## src/rtl/ppu_vram_arb.sv

```systemverilog
// PPU VRAM bus scheduler: one spr/bg/ri access per cycle into a 3-stage read pipeline.
// Optional ri anti-starvation timeout: define PPU_VRAM_ARB_RI_TIMEOUT_EN.
`timescale 1ns/1ps

module ppu_vram_arb #(
  parameter int unsigned RI_WAIT_MAX = 255
) (
  input  logic        clk_in,
  input  logic        rst_in,
  input  logic        spr_req_in,
  input  logic [13:0] spr_a_in,
  output logic        spr_gnt_out,
  input  logic        bg_req_in,
  input  logic [13:0] bg_a_in,
  output logic        bg_gnt_out,
  input  logic        ri_req_in,
  input  logic        ri_wr_in,
  input  logic [13:0] ri_a_in,
  input  logic [7:0]  ri_d_in,
  output logic        ri_ack_out,
  output logic [7:0]  ri_d_out,
  input  logic [7:0]  vram_d_in,
  output logic [13:0] vram_a_out,
  output logic [7:0]  vram_d_out,
  output logic        vram_wr_out,
  output logic [7:0]  rd_d_out,
  output logic        rd_vld_out,
  output logic [1:0]  rd_owner_out
);

  // Encoding doubles as the rd_owner_out tag.
  typedef enum logic [1:0] {
    OWN_NONE = 2'b00,
    OWN_BG   = 2'b01,
    OWN_SPR  = 2'b10,
    OWN_RI   = 2'b11
  } owner_e;

  owner_e win;
  owner_e s1_owner;
  owner_e s2_owner;
  logic   ri_busy;
  logic   ri_elig;
  logic   ri_force;
  logic   ri_wr_win;

  assign ri_elig   = ri_req_in && !ri_busy;
  assign ri_wr_win = (win == OWN_RI) && ri_wr_in;

`ifdef PPU_VRAM_ARB_RI_TIMEOUT_EN
  logic [7:0] ri_wait_cnt;

  assign ri_force = ri_elig && ({24'd0, ri_wait_cnt} >= RI_WAIT_MAX);

  always_ff @(posedge clk_in) begin
    if (rst_in) begin
      ri_wait_cnt <= 8'd0;
    end else if (!ri_req_in || win == OWN_RI) begin
      ri_wait_cnt <= 8'd0;
    end else if (ri_elig && ri_wait_cnt != 8'hFF) begin
      ri_wait_cnt <= ri_wait_cnt + 8'd1;
    end
  end
`else
  assign ri_force = 1'b0;
`endif

  // NOTE: assign the default first so every path drives win and no latch is inferred.
  always_comb begin
    win = OWN_NONE;
    if (ri_force)        win = OWN_RI;
    else if (spr_req_in) win = OWN_SPR;
    else if (bg_req_in)  win = OWN_BG;
    else if (ri_elig)    win = OWN_RI;
  end

  // NOTE: non-blocking assignments so every stage samples the previous stage's old value.
  always_ff @(posedge clk_in) begin
    if (rst_in) begin
      spr_gnt_out  <= 1'b0;
      bg_gnt_out   <= 1'b0;
      ri_ack_out   <= 1'b0;
      ri_d_out     <= 8'd0;
      vram_a_out   <= 14'd0;
      vram_d_out   <= 8'd0;
      vram_wr_out  <= 1'b0;
      rd_d_out     <= 8'd0;
      rd_vld_out   <= 1'b0;
      rd_owner_out <= OWN_NONE;
      s1_owner     <= OWN_NONE;
      s2_owner     <= OWN_NONE;
      ri_busy      <= 1'b0;
    end else begin
      // Address stage
      spr_gnt_out <= (win == OWN_SPR);
      bg_gnt_out  <= (win == OWN_BG);
      vram_wr_out <= ri_wr_win;
      unique case (win)
        OWN_SPR: vram_a_out <= spr_a_in;
        OWN_BG:  vram_a_out <= bg_a_in;
        OWN_RI:  vram_a_out <= ri_a_in;
        default: vram_a_out <= vram_a_out;
      endcase
      if (ri_wr_win) vram_d_out <= ri_d_in;
      // Writes carry no return tag, so they vanish from the read pipe here.
      s1_owner <= ri_wr_win ? OWN_NONE : win;

      // Data stage
      s2_owner <= s1_owner;

      // Return stage: vram_d_in belongs to the access tagged in s2_owner.
      rd_vld_out   <= (s2_owner != OWN_NONE);
      rd_owner_out <= s2_owner;
      if (s2_owner != OWN_NONE) rd_d_out <= vram_d_in;
      if (s2_owner == OWN_RI)   ri_d_out <= vram_d_in;

      ri_ack_out <= ri_wr_win || (s2_owner == OWN_RI);

      // One ri access in flight: a win sets busy, the registered ack releases it.
      if (win == OWN_RI)   ri_busy <= 1'b1;
      else if (ri_ack_out) ri_busy <= 1'b0;
    end
  end

endmodule

```

## config.mk

```make
export PLATFORM = sky130hd
export DESIGN_NAME = ppu_vram_arb
export DESIGN_NICKNAME = d
export VERILOG_FILES = /design/src/rtl/ppu_vram_arb.sv
export SDC_FILE = /design/constraint.sdc
export NUM_CORES = 1
export LEC_CHECK = 0
export BUFFER_PORTS_ARGS = -buffer_cell sky130_fd_sc_hd__buf_4
export CAP_MARGIN = 20
export CELL_PAD_IN_SITES_DETAIL_PLACEMENT = 0
export CELL_PAD_IN_SITES_GLOBAL_PLACEMENT = 1
export CORE_MARGIN = 2
export CORE_UTILIZATION = 30
export DETAILED_ROUTE_END_ITERATION = 7
export HOLD_SLACK_MARGIN = 0.1
export PLACE_DENSITY = 0.87
export SYNTH_ARGS = -nofsm -noshare
export SYNTH_HDL_FRONTEND = slang
export SYNTH_SLANG_ARGS = --single-unit
export TNS_END_PERCENT = 20
```

## constraint.sdc

```tcl
create_clock -name clk_in -period 4.2 [get_ports clk_in]
set_clock_uncertainty 0.1 [all_clocks]
set_input_delay 0.42 -clock clk_in [delete_from_list [all_inputs] [get_ports clk_in]]
set_output_delay 0.42 -clock clk_in [all_outputs]
set_load 0.05 [all_outputs]
```

# After elaboration in Yosys (flattened, before gate mapping)
# Index checks and enable logic that the tools add are counted.
[word_totals] register_bits=50 input_bits=64 output_inout_bits=45 wordCells=31
[classes] eq_ne=4 mux=6 reduce_logical=8
[op_table] operator="$pmux 14 s3" count=1
[op_table] operator="$eq 2x2->1 const B" count=3
[op_table] operator="$mux 2" count=3
[op_table] operator="$reduce_bool 2->1" count=2
[op_table] operator="$reduce_bool 3->1" count=1
[op_table] operator="$eq 2x1->1 const B" count=1
[op_table] operator="$logic_and 1x1->1" count=2
[op_table] operator="$mux 1" count=2
[op_table] operator="$reduce_or 2->1" count=1
[op_table] operator="$logic_not 1->1" count=1
[op_table] operator="$logic_or 1x1->1" count=1

# Logic depth before layout (Yosys ltp)
# Gate-level depths: netlist (run 1).
[logic_depth] word_depth=8 depth_mapped=5 ltp_nobuf=3

# Worst setup path before layout (run 1)
# Ideal clock, no wire load.
[synth_path] path_type="input to register" start="input port bg_req_in" end="register vram_a_out[1]" setup_ps=136 t_arrival_ps=1369 required_ps=3964 path_slack_ps=2596 path_stages=4 n_path_buf=1 path_cell_list="buf_2 -> or4b_2 -> o31ai_1 -> o32ai_1"
[synth_via] elab_chain_cells=4 word_cells_on_any_way=7 cone_classes="3 x eq/ne; 3 x mux; 1 x reduce/logical"
[synth_rtl] element="start: declaration" line="13" rtl="input logic bg_req_in,"
[synth_rtl] element="$mux 2 (*)" line="73" rtl="else if (bg_req_in) win = OWN_BG;"
[synth_rtl] element="$mux 2 (*)" line="72" rtl="else if (spr_req_in) win = OWN_SPR;"
[synth_rtl] element="$eq 2x2->1 or $eq 2x1->1 (tied branches)" line="98" rtl="unique case (win)"
[synth_rtl] element="$pmux 14 s3 or $reduce_bool 3->1 (tied branches)"
[synth_rtl] element="end signal: assignment" line="99" rtl="OWN_SPR: vram_a_out <= spr_a_in;"
[synth_rtl] element="end signal: assignment" line="100" rtl="OWN_BG: vram_a_out <= bg_a_in;"
[synth_rtl] element="end signal: assignment" line="101" rtl="OWN_RI: vram_a_out <= ri_a_in;"
[synth_rtl] element="end: declaration" line="23" rtl="output logic [13:0] vram_a_out,"
# Every way passes the cells marked *; elsewhere a longest branch is shown, timed or not.
# A chain may end at the register's enable or synchronous reset.

# Final worst setup path (run 1)
[layout_path] start="register ri_busy" end="register vram_d_out[5]"
[layout_via] elab_chain_cells=7
[layout_rtl] element="start: declaration" line="42" rtl="logic ri_busy;"
[layout_rtl] element="start signal: assignment" line="92" rtl="ri_busy <= 1'b0;"
[layout_rtl] element="start signal: assignment" line="120" rtl="if (win == OWN_RI) ri_busy <= 1'b1;"
[layout_rtl] element="start signal: assignment" line="121" rtl="else if (ri_ack_out) ri_busy <= 1'b0;"
[layout_rtl] element="$logic_not 1->1" line="47" rtl="assign ri_elig = ri_req_in && !ri_busy;"
[layout_rtl] element="$logic_and 1x1->1" line="47"
[layout_rtl] element="$mux 2" line="74" rtl="else if (ri_elig) win = OWN_RI;"
[layout_rtl] element="$mux 2" line="73"
[layout_rtl] element="$mux 2" line="72"
[layout_rtl] element="$eq 2x2->1" line="48" rtl="assign ri_wr_win = (win == OWN_RI) && ri_wr_in;"
[layout_rtl] element="$logic_and 1x1->1" line="48"
[layout_rtl] element="end signal: assignment" line="104" rtl="if (ri_wr_win) vram_d_out <= ri_d_in;"
[layout_rtl] element="end: declaration" line="24" rtl="output logic [7:0] vram_d_out,"
# Every way passes these cells.

==> results of run 1 <==
report_power, final:
group          switching (µW)  total, µW  internal (µW)  leakage (µW)
Sequential               14.6        510            496      0.000410
Combinational             127        213           86.2      0.000817
Clock                     157        334            177     0.0000504
Total                     299       1060            759       0.00128
sequential cells by signal, summed over array words and instances, names as in the netlist:
name,cells
ri_d_out,8
rd_d_out,8
rd_owner_out,2
ri_ack_out,1
vram_wr_out,1
rd_vld_out,1
s1_owner,2
ri_busy,1
bg_gnt_out,1
s2_owner,2
vram_d_out,8
spr_gnt_out,1
vram_a_out,14
critical path, delay by kind of cell (launching register included):
| family | cells | cell delay [ns] |
|---|---|---|
| AND/OR/NAND/NOR | 2 | 1.08 |
| flip-flops | 1 | 0.36 |
| AO/OA/AOI/OAI | 1 | 0.18 |
per-layer routing:
metal | part of all wire | GRT usage | up-vias
met5 | 0 | 0 | -
met4 | 0.0091 | 0.0384 | 0
met3 | 0.083 | 0.0457 | 4
met2 | 0.47 | 0.229 | 77
met1 | 0.44 | 0.178 | 917
li1 | - | - | 1038
area by class of cell:
type,count,share of cell area
timing repair buffer,108,0.272
sequential,50,0.335
clock buffer,5,0.0231
clock inverter,3,0.0151
inverter,2,0.00252
tap,80,0.0335
multi-input combinational,173,0.319
how the worst min path moves through the flow:
| stage | endpoint | cells past startpoint |
|---|---|---|
| global placement | s2_owner[1] | 1 |
| global route | vram_d_out[5] | 3 |
| detailed placement | s2_owner[0] | 1 |
| CTS | vram_d_out[2] | 3 |
| finish | vram_d_out[2] | 3 |
| floorplan | s2_owner[0] | 1 |
placed cells by master (no fill, tap or decap), types with 2 or more instances in the layout:
| master | instances |
|---|---|
| nand2_1 | 20 |
| nand3_1 | 8 |
| a21oi_1 | 18 |
| o21bai_1 | 2 |
| o32ai_1 | 3 |
| nor4_1 | 11 |
| nor3b_1 | 2 |
| dfxtp_1 | 50 |
| nor2b_1 | 13 |
| inv_1 | 2 |
| buf_4 | 108 |
| o21ai_0 | 16 |
| o31ai_1 | 12 |
| clkbuf_8 | 5 |
| nor3_1 | 13 |
| clkinvlp_4 | 2 |
| nand2b_1 | 20 |
| nor2_1 | 18 |
| o21ai_1 | 8 |
| or2_2 | 3 |
cells by family after synthesis:
kind of cell           synth area share
buffers and inverters            0.0488
AND/OR/NAND/NOR                   0.290
flip-flops                        0.488
AO/OA/AOI/OAI                     0.174
through the flow:
stage          cell area, µm²  power [µW]  std cells
6_report                 2980        1060        421
5_1_grt                  2980        1110        421
4_1_cts                  2980        1070        421
3_5_place_dp             2870         736        413
3_3_place_gp             2870         735        413
2_1_floorplan            2050         647        247
==> results by group, run 1 <==
Hold path
  • Worst hold start: ri_d_in[2]
  • Hold Path Class: in -> reg

Synthesis
  • Cell taking the most area after synthesis: dfxtp_1
  • Register bit count reported by yosys: 50
  • Most instantiated library cell after synthesis: dfxtp_1
  • Syn Area/Cell: 8.31 µm²
  • Number of synthesized flops with an enable pin: 0
  • Post-synthesis async set-or-reset flop share: 0
  • Ys flop type: dfxtp_1
  • Cell count after synthesis: 247
  • Synth cell types: 27
  • Post-synthesis net count: between 300 and 400
  • Sequential fraction of the synthesis area: 0.488
  • Commonest cells post-synth: dfxtp_1 (50), nand2_1 (20), nand2b_1 (20)
  • Area share of the largest cell type after synthesis: 0.488
  • Synth top area cells: dfxtp_1 (49%), nand2b_1 (6.1%), a21oi_1 (4.4%)
  • Cell area after synthesis: between 2000 and 2500 µm²
  • Ys Warns: 0

Setup path
  • R2R Path Start: ri_busy
  • Critical path class: reg -> reg
  • Crit-path slowest cell: or4b_4
  • Critical path startpoint: ri_busy
  • Worst reg2reg path endpoint: vram_d_out[5]
  • FF-to-FF setup slack: ~2.4 ns
  • CP Launch Type: flop
  • Crit path cell chain: or4b_4 -> or2_1 -> o21ai_1
  • Arrival @ worst endpoint: 1.92 ns
  • Worst setup path endpoint: vram_d_out[5]
  • CP endpoint kind: flop
  • Crit-path max cell delay: 0.68 ns
  • R2R depth: 3
  • Critical Path RT: 4.33 ns
  • CP Max Fanout: 21

Timing
  • Final Hold Fails: 0
  • Max Fclk: about 560 MHz
  • Final slew viol count: 0
  • RSZ-0062 raised after global routing: false
  • Slew @ Worst Pin: roughly 0.57 ns
  • Hold WS: 0.273 ns
  • Min cycle time layout: between 1.5 and 2 ns
  • Setup ws final: 2.41 ns
  • Final number of setup-violating endpoints: 0
  • Relative slew slack: 0.620
  • Tcrit/Tclk final: 0.426
  • Fin Setup TNS: 0 ns

Clocking
  • Setup bufs post-CTS: 0
  • CTS tree: built
  • Clock-pin transition on the worst setup and hold timing paths: 0.09 ns
  • CTS Buf Count: 5
  • Clock Tree Buf Depth: 2
  • H-tree depth: 2
  • Number of clock sinks: 50
  • Hold_buf cts: 0
  • Worst-Skew Late Latency: 0.30 ns
  • Post_cts resized: 0
  • Root Driver: clkbuf_8

Floorplanning
  • Io pins: 109
  • Die Wd: 86.7 µm
  • Chip Height: about 87 µm
  • Die ar.: 7520 µm²
  • Starting density of the core: 0.305
  • Cell Rows: 30
  • Placeable Area: ~6700 µm²

Placement
  • Dpl ws: approximately 2.2 ns
  • Port bufs: approximately 110
  • Dpl hpwl: 4020 µm
  • GPL Wtd Cong: 0.791

Routing
  • Drt first pass iters: 4
  • Vias per inst: 4.84
  • Routed WL per cell: 12.8 µm
  • DRC: 0
  • Antenna Nets Post-Route: 0
  • DR vias: ~2000
  • Final WL: around 5400 µm
  • Iteration-0 DRC Markers: 76

GRT
  • Overflow after GRT: 0
  • First-pass GRT wire length: 8510 µm
  • Initial antenna violation count: 0
  • Largest net degree at the start of global routing: 57
  • Vias in the first global route: 1877
  • GRT Util Overall: 0.140

Power
  • Static leakage: 0.00128 µW
  • Max IR drop VDD: roughly 0.14 mV
  • Pwr Density: 355 nW/µm²

Final layout
  • Area taken by multi-input logic gates: 951 µm²
  • Fillers: 691
  • Ant. Diodes: 0
  • Layout Nets: 404
  • Utilization after layout: 0.444
  • Area Growth Syn to Fin: 45.4%
  • Reg area: 1000 µm²
  • Share of post-route cells with drive strength above 1: 0.358

Outcome
  • Status: complete, no violations

Run
  • Max-Cap Viols: 0
Note: power is estimated with default switching activity, not from simulation.
==> run 2, diff against run 1 <==
ABC_AREA = 1   (was default)
CORE_UTILIZATION = 27   (was 30)
PLACE_DENSITY = 0.86   (was 0.87)
clock period = 1.5 ns   (was 4.2 ns; I/O delays follow)
==> results by group, run 2 <==
Outcome
  • Status: complete, no violations

Power
  • Max IR drop VDD: 0.406 mV (+180%)
  • Pwr Density: 885 nW/µm² (+150%)
  • Internal power: 2270 µW (+200%)
  • Pwr Total: 3220 µW (+200%)
  • Clk pwr share: 0.291 (-0.025)
  • Reg power frac: 0.446 (-0.036)
  • Static leakage: 0.00181 µW (+42%)
  • Comb power frac: 0.263 (+0.061)
  • Switching share of power: 0.294 (+0.0110)
  • Sw power: 945 µW (+220%)

Setup path
  • CP endpoint kind: flop
  • CP Launch Type: input pin
  • R2R depth: 8 (+5)
  • Critical path class: in -> reg
  • R2R Path Start: ri_busy
  • Worst reg2reg path endpoint: vram_a_out[11]
  • Worst setup path endpoint: vram_a_out[12]
  • CP top delay family: buffers and inverters
  • CP Max Fanout: 12 (-43%)
  • Crit-path max cell delay: 0.54 ns (-0.14 ns)
  • Crit-path slowest cell: dlygate4sd3_1
  • WP depth: 8 (+5)
  • Arrival @ worst endpoint: 1.49 ns (-0.43 ns)
  • Critical Path RT: 1.60 ns (-2.73 ns)
  • Crit path cell chain: dlygate4sd3_1 -> buf_4 -> nand2_2 -> inv_1 -> nand2_1 -> nand3_1 -> a21oi_1 -> nor2_1
  • FF-to-FF setup slack: 0.19 ns (-2.22 ns)
  • Critical path startpoint: bg_req_in
  • CP bufs+invs: 3 (+3)

Hold path
  • Hold Path Class: in -> reg

Synthesis
  • Number of synthesized flops with an enable pin: 0 (unchanged)
  • Sequential fraction of the synthesis area: 0.500 (+0.0119)
  • Cell area after synthesis: 2000 µm² (-2.4%)
  • Cell taking the most area after synthesis: dfxtp_1
  • Synth cell types: 19 (-30%)
  • Ys Warns: 0 (unchanged)
  • Commonest cells post-synth: nand2_1 (73), nor2_1 (68), dfxtp_1 (50)
  • Cell count after synthesis: 280 (+13%)
  • Synth top area cells: dfxtp_1 (50%), nand2_1 (14%), nor2_1 (13%)
  • Ys flop type: dfxtp_1
  • Most instantiated library cell after synthesis: nand2_1
  • Register bit count reported by yosys: 50 (unchanged)
  • Syn Area/Cell: 7.15 µm² (-14%)
  • Area share of the largest cell type after synthesis: 0.500 (+0.0119)
  • Post-synthesis net count: 344 (+11%)
  • Post-synthesis async set-or-reset flop share: 0 (unchanged)

Clocking
  • H-tree depth: 2 (unchanged)
  • Clock-pin transition on the worst setup and hold timing paths: 0.09 ns (about the same)
  • CTS Buf Count: 5 (unchanged)
  • Worst-Skew Late Latency: 0.30 ns (about the same)
  • Root Driver: clkbuf_8
  • CTS tree: built
  • Number of clock sinks: 50 (unchanged)
  • Clock Tree Buf Depth: 2 (unchanged)
  • Setup bufs post-CTS: 0 (unchanged)

Placement
  • Port bufs: 108 (unchanged)
  • GPL Wtd Cong: 0.795 (+0.44%)
  • Dpl hpwl: 4430 µm (+10%)

Timing
  • Final Hold Fails: 0 (unchanged)
  • Relative slew slack: 0.732 (+0.112)
  • RSZ-0062 raised after global routing: false
  • Hold WS: 0.122 ns (-0.151 ns)
  • Max Fclk: 719 MHz
  • Min cycle time layout: 1.39 ns
  • Fin Setup TNS: 0 ns (unchanged)
  • Tcrit/Tclk final: 0.928
  • Final slew viol count: 0 (unchanged)
  • Final number of setup-violating endpoints: 0 (unchanged)
  • Slew @ Worst Pin: 0.402 ns (-0.168 ns)

Final layout
  • Number of flip-flops in the largest register: 14 (unchanged)
  • Reg with most FFs: vram_a_out
  • Ant. Diodes: 0 (unchanged)
  • Share of post-route cells with drive strength above 1: 0.293 (-0.0644)
  • Reg area: 1000 µm² (unchanged)
  • Area Growth Syn to Fin: 81.7%
  • Layout Nets: 513 (+27%)
  • Fillers: 729 (+5.5%)
  • Area taken by multi-input logic gates: 882 µm² (-7.2%)
  • Commonest non-fill, non-tap cell in the layout: buf_4
  • Commonest cells after routing, fill and taps aside: buf_4 (113), nand2_1 (73), nor2_1 (68)

GRT
  • Largest net degree at the start of global routing: 29 (-49%)
  • First-pass GRT wire length: 10700 µm (+25%)
  • Initial antenna violation count: 0 (unchanged)
  • Vias in the first global route: 2243 (+19%)
  • Overflow after GRT: 0 (unchanged)
  • GRT Util Overall: 0.161 (+0.0206)

Routing
  • Antenna Nets Post-Route: 0 (unchanged)
  • DRC: 0 (unchanged)
  • Iteration-0 DRC Markers: 54 (-29%)
  • Vias per inst: 4.25 (-12%)
  • Drt first pass iters: 4 (unchanged)
  • Routed WL per cell: 11.8 µm (-7.9%)
  • Final WL: 6480 µm (+20%)
  • DR vias: 2331 (+14%)

Floorplanning
  • Cell Rows: 31 (+3.3%)
  • Io pins: 109 (unchanged)
  • Chip Height: 90.1 µm (+4.0%)
  • Starting density of the core: 0.278 (-0.0277)
  • Die ar.: 8120 µm² (+8.1%)
  • Placeable Area: 7210 µm² (+7.4%)
  • Die Wd: 90.1 µm (+4.0%)

Run
  • Max-Cap Viols: 0 (unchanged)
[run 2: logic make-up after synthesis]
group | Yosys count | share of synthesized area
AOI/OAI and AO/OA | 36 | 0.0899
and+or+nand+nor | 167 | 0.350
buffers and inverters | 27 | 0.0600
DFF | 50 | 0.500
[run 2: worst min-delay path by stage]
stage	startpoint	endpoint	slack (ns)	depth (start not counted)
final	bg_a_in[1]	vram_a_out[1]	0.12	4
after global routing	bg_a_in[13]	vram_a_out[13]	0.14	4
after CTS	bg_a_in[1]	vram_a_out[1]	0.11	4
after detailed placement	ri_d_in[4]	vram_d_out[4]	0.25	3
after global placement	ri_d_in[4]	vram_d_out[4]	0.25	3
after floorplan	ri_d_in[0]	vram_d_out[0]	0.16	2
[run 2: area by class of cell]
type,instances,area share
Tap cell,99,0.0340
Clock inverter,2,0.0103
Clock buffer,6,0.0199
Inverter,17,0.0175
Sequential cell,50,0.275
Multi-Input combinational cell,203,0.242
Timing Repair Buffer,172,0.401
[run 2: layer usage]
layer | routed length, µm | GRT usage
met1 | 2890 | 0.194
met2 | 3140 | 0.277
met3 | 311 | 0.0419
met4 | 134 | 0.0551
met5 | 0 | 0
[run 2: worst register-to-register path, stage by stage, from the launching register on]
cell,delay [ns]
dfxtp_1,0.32
inv_1,0.12
nand3_4,0.09
nor2_4,0.18
buf_4,0.21
nand2_1,0.07
nand2_1,0.05
nor2_1,0.04
nor2_1,0.07
[run 2: power by group through the flow]
stage	Clock (µW)	Combinational (µW)	Sequential, µW
floorplan	0	199	1690
global placement	0	727	1470
detailed placement	0	730	1470
CTS	975	851	1440
global route	1030	915	1450
finish	936	848	1440
[run 2: repair_timing]
action                    in CTS  in global routing
gates resized for setup        0                  0
hold buffers                  57                  0
hold endpoints to repair      48                  0
[run 2: per-stage QoR]
step	instances	setup WS, ns	cell area (µm²)	utilization
after global placement	484	0.220	2960	0.410
after global routing	549	0.00834	3640	0.505
final	549	0.109	3640	0.505
after floorplan	280	0.283	2000	-
after detailed placement	484	0.199	2960	0.410
after CTS	549	0.134	3640	0.505
